## config.mk

```make
export PLATFORM = sky130hd
export DESIGN_NAME = rr_grant_scheduler
export DESIGN_NICKNAME = d
export VERILOG_FILES = /design/src/rtl/rr_grant_scheduler.sv
export SDC_FILE = /design/constraint.sdc
export NUM_CORES = 1
export LEC_CHECK = 0
export CAP_MARGIN = 20
export CORE_MARGIN = 2
export CORE_UTILIZATION = 54
export DETAILED_ROUTE_END_ITERATION = 12
export GPL_TIMING_DRIVEN = 0
export PLACE_DENSITY = 0.88
export SYNTH_ARGS = -nofsm -noshare
export SYNTH_HDL_FRONTEND = slang
export SYNTH_SLANG_ARGS = --single-unit
```

## constraint.sdc

```tcl
create_clock -name clk -period 3.25 [get_ports clk]
set_input_delay 0.65 -clock clk [delete_from_list [all_inputs] [get_ports clk]]
set_output_delay 0.65 -clock clk [all_outputs]
set_load 0.05 [all_outputs]
```

## src/rtl/rr_grant_scheduler.sv

```systemverilog
// Four-way round-robin grant scheduler with per-owner quantum limit.
// All outputs are registered; priority rotates to winner+1 on every new grant.
module rr_grant_scheduler #(
  parameter int N_REQ   = 4,
  parameter int QUANTUM = 8
) (
  input  logic             clk,
  input  logic             reset_n,
  input  logic             En,
  input  logic [N_REQ-1:0] req,
  output logic [N_REQ-1:0] grant,
  output logic [1:0]       grant_id,
  output logic             busy,
  output logic             q_expired
);

  localparam int HC_W = (QUANTUM > 1) ? $clog2(QUANTUM) : 1;
  localparam logic [HC_W-1:0] HC_LAST = HC_W'(QUANTUM - 1);

  typedef enum logic {IDLE, OWNED} state_t;

  state_t            state, state_nxt;
  logic [1:0]        ptr, ptr_nxt;
  logic [HC_W-1:0]   hold_cnt, hold_nxt;
  logic [N_REQ-1:0]  grant_nxt, cand;
  logic [1:0]        id_nxt;
  logic              qexp_nxt;
  logic              owner_req, expire;
  logic [2:0]        sel;

  // Returns {found, index} of the first set bit searching from p upward, mod 4.
  function automatic logic [2:0] pick(input logic [3:0] r, input logic [1:0] p);
    logic [1:0] idx;
    pick = 3'b000;
    for (int k = 3; k >= 0; k--) begin
      idx = p + 2'(k);
      if (r[idx]) pick = {1'b1, idx};
    end
  endfunction

  always_comb begin
    owner_req = req[grant_id];
    expire    = (state == OWNED) && owner_req && (hold_cnt == HC_LAST);
    cand      = req;
    if (expire) cand[grant_id] = 1'b0;
    sel       = pick(cand, ptr);

    state_nxt = state;
    ptr_nxt   = ptr;
    hold_nxt  = hold_cnt;
    grant_nxt = grant;
    id_nxt    = grant_id;
    qexp_nxt  = 1'b0;

    if (!En) begin
      state_nxt = IDLE;
      grant_nxt = '0;
      id_nxt    = 2'd0;
      hold_nxt  = '0;
    end else if ((state == OWNED) && owner_req && !expire) begin
      hold_nxt = hold_cnt + 1'b1;
    end else begin
      // New arbitration: from IDLE, after a release, or at quantum expiry.
      qexp_nxt = expire;
      hold_nxt = '0;
      if (sel[2]) begin
        state_nxt = OWNED;
        grant_nxt = N_REQ'(1) << sel[1:0];
        id_nxt    = sel[1:0];
        ptr_nxt   = sel[1:0] + 2'd1;
      end else if (expire) begin
        // Sole requester re-granted after expiry; grant and id stay put.
        state_nxt = OWNED;
        ptr_nxt   = grant_id + 2'd1;
      end else begin
        state_nxt = IDLE;
        grant_nxt = '0;
        id_nxt    = 2'd0;
      end
    end
  end

  always_ff @(posedge clk or negedge reset_n) begin
    if (!reset_n) begin
      state     <= IDLE;
      ptr       <= 2'd0;
      hold_cnt  <= '0;
      grant     <= '0;
      grant_id  <= 2'd0;
      busy      <= 1'b0;
      q_expired <= 1'b0;
    end else begin
      state     <= state_nxt;
      ptr       <= ptr_nxt;
      hold_cnt  <= hold_nxt;
      grant     <= grant_nxt;
      grant_id  <= id_nxt;
      busy      <= (state_nxt == OWNED);
      q_expired <= qexp_nxt;
    end
  end

endmodule

```

==> results <==
- The run finished with clean final reports.
- Along the worst path, the maximum fanout reaches 8.
- The remaining antenna violation count is 0.
- The number of nets in the layout is 106.
- The core occupancy in the finished layout is 0.6958.
- Yosys printed 0 warnings.
- The final standard cell count with taps included and fillers excluded is 112.
- The final number of hold-violating endpoints is 0.
- For the final routed database, the setup TNS stands at 0 ns.
- After the first detailed-routing iteration, the DRC count stood at 14.
- In this run the horizontal extent of the chip is 43.67 um.
- The total wire length after detailed routing is 1660 um.
- The count of different cell masters after synthesis is 40.
- TritonCTS built the clock tree.
- The routability-driven placement congestion ratio is 0.8465.
- The count of maximum capacitance violations is 0.
- The number of sinks handled by clock tree synthesis is 13.
- The clock insertion delay at the later pin of the skew report is 0.28 ns.
- The antenna diode count is 0.
- Headroom to the max-slew limit came out at 0.6327.
- The number of global-route vias before repair is 656.
- The worst path buffer plus inverter count is 1.
- The largest single stage delay on the critical path is 0.85 ns.
- The number of vias in the routed layout is 672.
- For this configuration, the core starts out at a cell density of 0.5706.
- The synthesized design contains 0 enable-type register cells.
- The total power divided by cell area is 602.5 nW/um2.
- Data arrives at the worst endpoint at 1.62 ns.
- The number of flip-flops and latches in the synthesized netlist is 13.
- The leakage power total is 0.4726 nW.
- The share of total power dissipated in combinational logic is 0.483.
- Once detailed placement completed, the half-perimeter wirelength came to 1275 um.
- At the placement stage, the worst setup path has a slack of 0.7783 ns.
- The post-synthesis async set-or-reset flop share is 1.000.
- The number of max-slew violations in the final report is 0.
- The via-per-instance ratio is 6.000.
- The largest individual stage delay along the critical path comes from the cell sky130_fd_sc_hd__clkdlybuf4s50_1.
- The core region is 1489 um2.
- In the synthesized netlist the dominant register cell turns out to be sky130_fd_sc_hd__dfrtp_1.
- For this run, the top clock speed supported by timing is 0.4401 GHz.
- The total overflow left after global routing is 0.
- The die covers 1907 um2.
- The clock transition time at the flip-flop clock pins of the worst setup and hold paths is 0.07 ns.
- The register area share after synthesis is 0.3829.
- The worst supply voltage drop on vdd is 0.0004135 V.
- The power share of the sequential group is 0.356.
- Once routing completed, OpenROAD measured the worst setup slack at 0.9779 ns.
- Entering global routing, the biggest net connects 14 pins.
- Averaged over all synthesized cells, the footprint is 10.89 um2.
- The area added between synthesis and finish is 21.94%.
- Setup repair after global routing left no endpoint under its margin.
- The number of antenna violations at the first check in global routing is 0.
- The maximum number of buffers from clock root to sink is 2.
- In the finished design, the share of the clock period the worst path needs comes to 0.6991.
- Buffers inserted to repair hold after CTS numbered 0.
- The proportion of layout cells with a drive suffix above 1 is 0.1667.
- In this run, post-CTS repair resized a total of 0 instances.
- The clock tree root buffer cell is sky130_fd_sc_hd__clkbuf_4.
- Of the total power, the share spent switching nets is 0.4043.
- Summing every instance area after synthesis gives 849.6 um2.
- The share of total power dissipated in the clock network is 0.161.
- In this run the power spent charging and discharging nets is 0.0002524 W.
- The path class of the lowest-slack min-delay path is reg -> reg.
- The count of pins on the block boundary is 15.
- After detailed routing, the average wire length per cell comes to 14.82 um.
- The critical path launch point type is a register.
- The internal power is 0.0003718 W.
- At the pin with the least slew margin, the transition time is 0.5492 ns.
- The cell count after synthesis came out at 78.
- After detailed routing, the number of remaining DRC violations is 0.
- The critical path in this run is classified as reg -> out.
- The detailed-router iteration count before antenna repair is 4.
- The number of placement rows is 14.
- The all-layer global routing usage is 0.2043.
- The total instance count after detailed placement is 108.
- Data on the critical path is required at its endpoint by 2.60 ns.
- The cell family contributing the most delay on the critical path is buffers and inverters.
- After clock tree synthesis, the setup repair step added 0 buffers.
- The first global-routing pass estimated 2856 um of wire.
- The finished cells cover 1036 um2.
- After layout, the minimum clock period comes to 2.272 ns.
- CTS built an H-tree with a depth of 1.
- Setup violations remaining at the end of the flow were counted as 0.
- Summing all placed instances gives a cell area of 1010 um2.
- The signal on the critical path passes through clkdlybuf4s50_1.
- Buffers placed on the I/O ports in this run total 14.
- TritonCTS created 3 clock buffers.
- The die span in y is 43.67 um.
- The setup clock skew after layout is 0.001613 ns.
- The number of nets in the synthesized netlist is 87.
- The element type at the critical path end is an output port.
[layout by cell type, fill, tap and decap left out, drive strengths merged]
master,count
a21o,2
o211a,2
clkbuf,4
a21boi,1
and2,2
a21oi,3
nand3,1
a31oi,1
a32oi,1
o21ai,2
dfrtp,13
and4bb,1
nand4,2
inv,3
clkdlybuf4s50,14
nor3,2
nor4b,1
o211ai,2
nand2b,2
a41oi,2
nand3b,1
nor3b,1
o21a,2
nand2,5
ha,2
nor2b,1
mux2i,4
and4b,1
nand4b,1
and3,1
buf,3
mux2,2
nor2,5
o21bai,2
a22o,2
xor2,1
nand4bb,1
[layout make-up]
cell class                      count  area [um2]
Multi-Input combinational cell     59       479.2
Fill cell                         118       452.9
Inverter                            3       11.26
Sequential cell                    13       325.3
Buffer                              3       33.78
Clock buffer                        4       26.28
Tap cell                           16       20.02
Timing Repair Buffer               14       140.1
[power groups by stage]
stage               clock network [W]  logic [W]  registers, W
floorplan                           0   0.000165      0.000281
global placement                    0   0.000297      0.000224
detailed placement                  0   0.000301      0.000225
CTS                          0.000100   0.000303      0.000222
global route                 0.000107   0.000323      0.000228
finish                       0.000100   0.000301      0.000222
[final timing paths]
kind / depth (start not counted) / start / slack (ns) / end
min in group asynchronous: 1 / reset_n / 0.72 / hold_cnt[0]
setup / recovery: 1 / state / 0.98 / busy
setup reg to reg: 9 / hold_cnt[0] / 1.09 / ptr[1]
hold reg to reg: 1 / hold_cnt[0] / 0.44 / hold_cnt[0]
max in group asynchronous: 1 / reset_n / 2.17 / ptr[1]
hold / removal: 1 / hold_cnt[0] / 0.44 / hold_cnt[0]
[logic make-up after synthesis]
kind of cell	count (synthesis)	share of synthesized area
multiplexers	6	0.08248
buffers and inverters	6	0.05302
AND/OR/NAND/NOR	28	0.1988
flip-flops	13	0.3829
AO/OA/AOI/OAI	22	0.2430
XOR/XNOR	1	0.01031
adder cells (fa/ha/maj)	2	0.02945
[through the flow]
step	hold slack (ns)	power [W]
6_report	0.4435	0.0006242
3_3_place_gp	0.4303	0.0005213
4_1_cts	0.4470	0.0006256
5_1_grt	0.4866	0.0006578
2_1_floorplan	0.3544	0.0004459
3_5_place_dp	0.4369	0.0005266
[registers in the layout, summed over array words and instances (netlist names)]
register	flops
q_expired	1
grant_id	2
hold_cnt	3
grant	4
state	1
ptr	2
[routing by layer]
layer | vias to the layer above | track usage | share of wire
li1 | 330 | - | -
met2 | 22 | 0.3000 | 0.48
met4 | 0 | 0.1273 | 0.032
met1 | 313 | 0.2784 | 0.44
met5 | - | 0 | 0
met3 | 7 | 0.03750 | 0.056
[cells in the mapped netlist, types with 2 or more instances]
master                      n  area [um2]
sky130_fd_sc_hd__o211a_1    2       20.02
sky130_fd_sc_hd__dfrtp_1   13       325.3
sky130_fd_sc_hd__a21oi_2    2       17.52
sky130_fd_sc_hd__nand2b_1   2       12.51
sky130_fd_sc_hd__and2_1     2       12.51
sky130_fd_sc_hd__nor3_1     2       10.01
sky130_fd_sc_hd__a21o_1     2       15.01
sky130_fd_sc_hd__nand2_1    5       18.77
sky130_fd_sc_hd__nor2_1     5       18.77
sky130_fd_sc_hd__nand4_1    2       12.51
sky130_fd_sc_hd__ha_1       2       25.02
sky130_fd_sc_hd__mux2_4     2       30.03
sky130_fd_sc_hd__mux2i_1    4       40.04
sky130_fd_sc_hd__buf_6      3       33.78
sky130_fd_sc_hd__inv_1      3       11.26
sky130_fd_sc_hd__o211ai_1   2       15.01
sky130_fd_sc_hd__a22o_1     2       17.52
No activity file was read; power rests on OpenSTA's default activity.
==> edit: new RTL, same settings <==
Put one more register stage on the output `q_expired`, cleared by the reset. The value now appears one clock later. The other outputs are not delayed to match.
--- a/src/rtl/rr_grant_scheduler.sv
+++ b/src/rtl/rr_grant_scheduler.sv
@@ -18,6 +18,8 @@
   localparam logic [HC_W-1:0] HC_LAST = HC_W'(QUANTUM - 1);
 
   typedef enum logic {IDLE, OWNED} state_t;
+
+  logic q_expired_s0;
 
   state_t            state, state_nxt;
   logic [1:0]        ptr, ptr_nxt;
@@ -88,7 +90,7 @@
       grant     <= '0;
       grant_id  <= 2'd0;
       busy      <= 1'b0;
-      q_expired <= 1'b0;
+      q_expired_s0 <= 1'b0;
     end else begin
       state     <= state_nxt;
       ptr       <= ptr_nxt;
@@ -96,7 +98,15 @@
       grant     <= grant_nxt;
       grant_id  <= id_nxt;
       busy      <= (state_nxt == OWNED);
-      q_expired <= qexp_nxt;
+      q_expired_s0 <= qexp_nxt;
+    end
+  end
+
+  always_ff @(posedge clk or negedge reset_n) begin
+    if (!reset_n) begin
+      q_expired <= '0;
+    end else begin
+      q_expired <= q_expired_s0;
     end
   end
 
Formal check against the unedited RTL: not equivalent (Yosys sat finds a counterexample within 10 cycles, from zero or initial values and one cycle with reset_n low).
==> edit against the unedited design <==
Synthesized area increased by 11%; clock power decreased by 8%; count of clock-buffer cells in the layout decreased by 1; wire length increased by 17%; sequential share of layout area decreased by 0.081 points; sequential cell count increased by 1; worst setup slack got worse by 88 ps; power increased by 23%; design area increased by 8.0%; cell count increased by 13%; synthesized cell count increased by 21%.
==> edit: results (changes against the unedited design) <==
gp_congestion: 0.877  # +3.6%
avgRoutedWirePerCell_um: 15.3  # +3.3%
irDropWorstVdd_mv: 0.484  # +17%
ctsResizeCount: 0  # unchanged
nFillCells: 130  # +10%
synth_area_leaders: "dfrtp_1 37%, nand2_1 4.4%, buf_6 3.6%, a21oi_1 2.6%, ha_1 2.6%"
slew_headroom_pct: 60.5  # -2.8 points
dpl-instance-area_um2: 1100  # +8.5%
p_leak_nw: 0.490  # +3.7%
synth_ff_type: "dfrtp_1"
synth_warnings: 0  # unchanged
grt_pass1_vias: 692  # +5.5%
synth.avg_cell_area_um2: 10.0  # -7.7%
max_stage_delay_ps: 550  # -300 ps
reg_top3: "grant x4, hold_cnt x3"
dp_hpwl_um: 1500  # +18%
synth_nets: 103  # +18%
ys_async_sr_fraction_pct: 100  # unchanged
whs_path_depth: 0  # -1
path_max_fanout: 8  # unchanged
cts_made_buffers: 3  # unchanged
antenna_left: 0  # unchanged
outcome: "completed"
crit_path_top_delay_cell: "mux4_2"
ys_types: 45  # +13%
ff2ff_path_depth: 8  # -1
finClkSkew_ps: 3.21  # +1.60 ps
vias_per_cell: 6.54  # +9.1%
slew_viol_final: 0  # unchanged
synthTopCellsByCount: "14 x dfrtp_1, 11 x nand2_1, 5 x a21oi_1, 5 x o21ai_1"
ys_seq_area_share_pct: 37.1  # -1.2 points
clock_latency_ps: 270
drive_gt1_share_pct: 20.0  # +3.3 points
grt_use_total_pct: 20.4  # -0.042 points
grt_max_degree: 15  # +1
portBuffers: 13  # -1
grt_pass1_wl_um: 2950  # +3.2%
finalNonFillerCells: 127  # +13%
cpLargestDelayFamily: "multiplexers"
drt_iter0_drc: 38  # +24
critical_path_arrival_ps: 2550  # +930 ps
nNetsFinal: 121  # +14%
## edit: cell count changes after synthesis, sizes merged, moves of 3 or more
| cell | before | now |
|---|---|---|
| nand2 | 5 | 12 |
| mux2i | 4 | 1 |
| o22ai | 0 | 3 |
| o21ai | 2 | 7 |
## edit: kinds of logic after synthesis
group	synth area share, %
AOI/OAI and AO/OA	26.2
adders and majority gates	2.65
buffers and inverters	6.49
DFF	37.1
muxes	5.83
and+or+nand+nor	21.7
## edit: through the flow
step	setup slack [ps]	util [%]	hold slack, ps
2_1_floorplan	1200	-	331
3_3_place_gp	687	64.9	335
3_5_place_dp	602	64.9	339
4_1_cts	891	66.2	355
5_1_grt	805	66.2	360
6_report	889	66.2	354
## edit: power by group
part / switching, W / total (W) / internal (W)
registers: 0.0000326 / 0.000245 / 0.000212
clock network: 0.0000488 / 0.0000917 / 0.0000430
logic: 0.000257 / 0.000433 / 0.000175
## edit: routing by layer
layer	routed length [µm]	track usage, %	vias up
met1	827	25.2	396
met3	146	8.33	2
met5	0	0	-
met2	953	33.0	42
li1	-	-	391
met4	19	5.14	0
## edit: worst paths after layout
path	start	end	slack [ps]
max in group asynchronous	reset_n	ptr[0]	2120
worst max-delay path	req[3]	ptr[1]	890
worst min register to register	q_expired_s0	q_expired	350
worst min-delay path	q_expired_s0	q_expired	350
worst max register to register	hold_cnt[0]	grant[1]	990
min in group asynchronous	reset_n	hold_cnt[2]	750
## edit: area by class of cell
type | count | area, µm² | area share [%]
well taps | 17 | 21.3 | 1.90
multi-input cells | 71 | 533 | 47.7
inverters | 4 | 15.0 | 1.34
repair buffers | 13 | 130 | 11.6
clock buffers | 3 | 22.5 | 2.01
plain buffers | 5 | 46.3 | 4.14
flip-flops and latches | 14 | 350 | 31.3
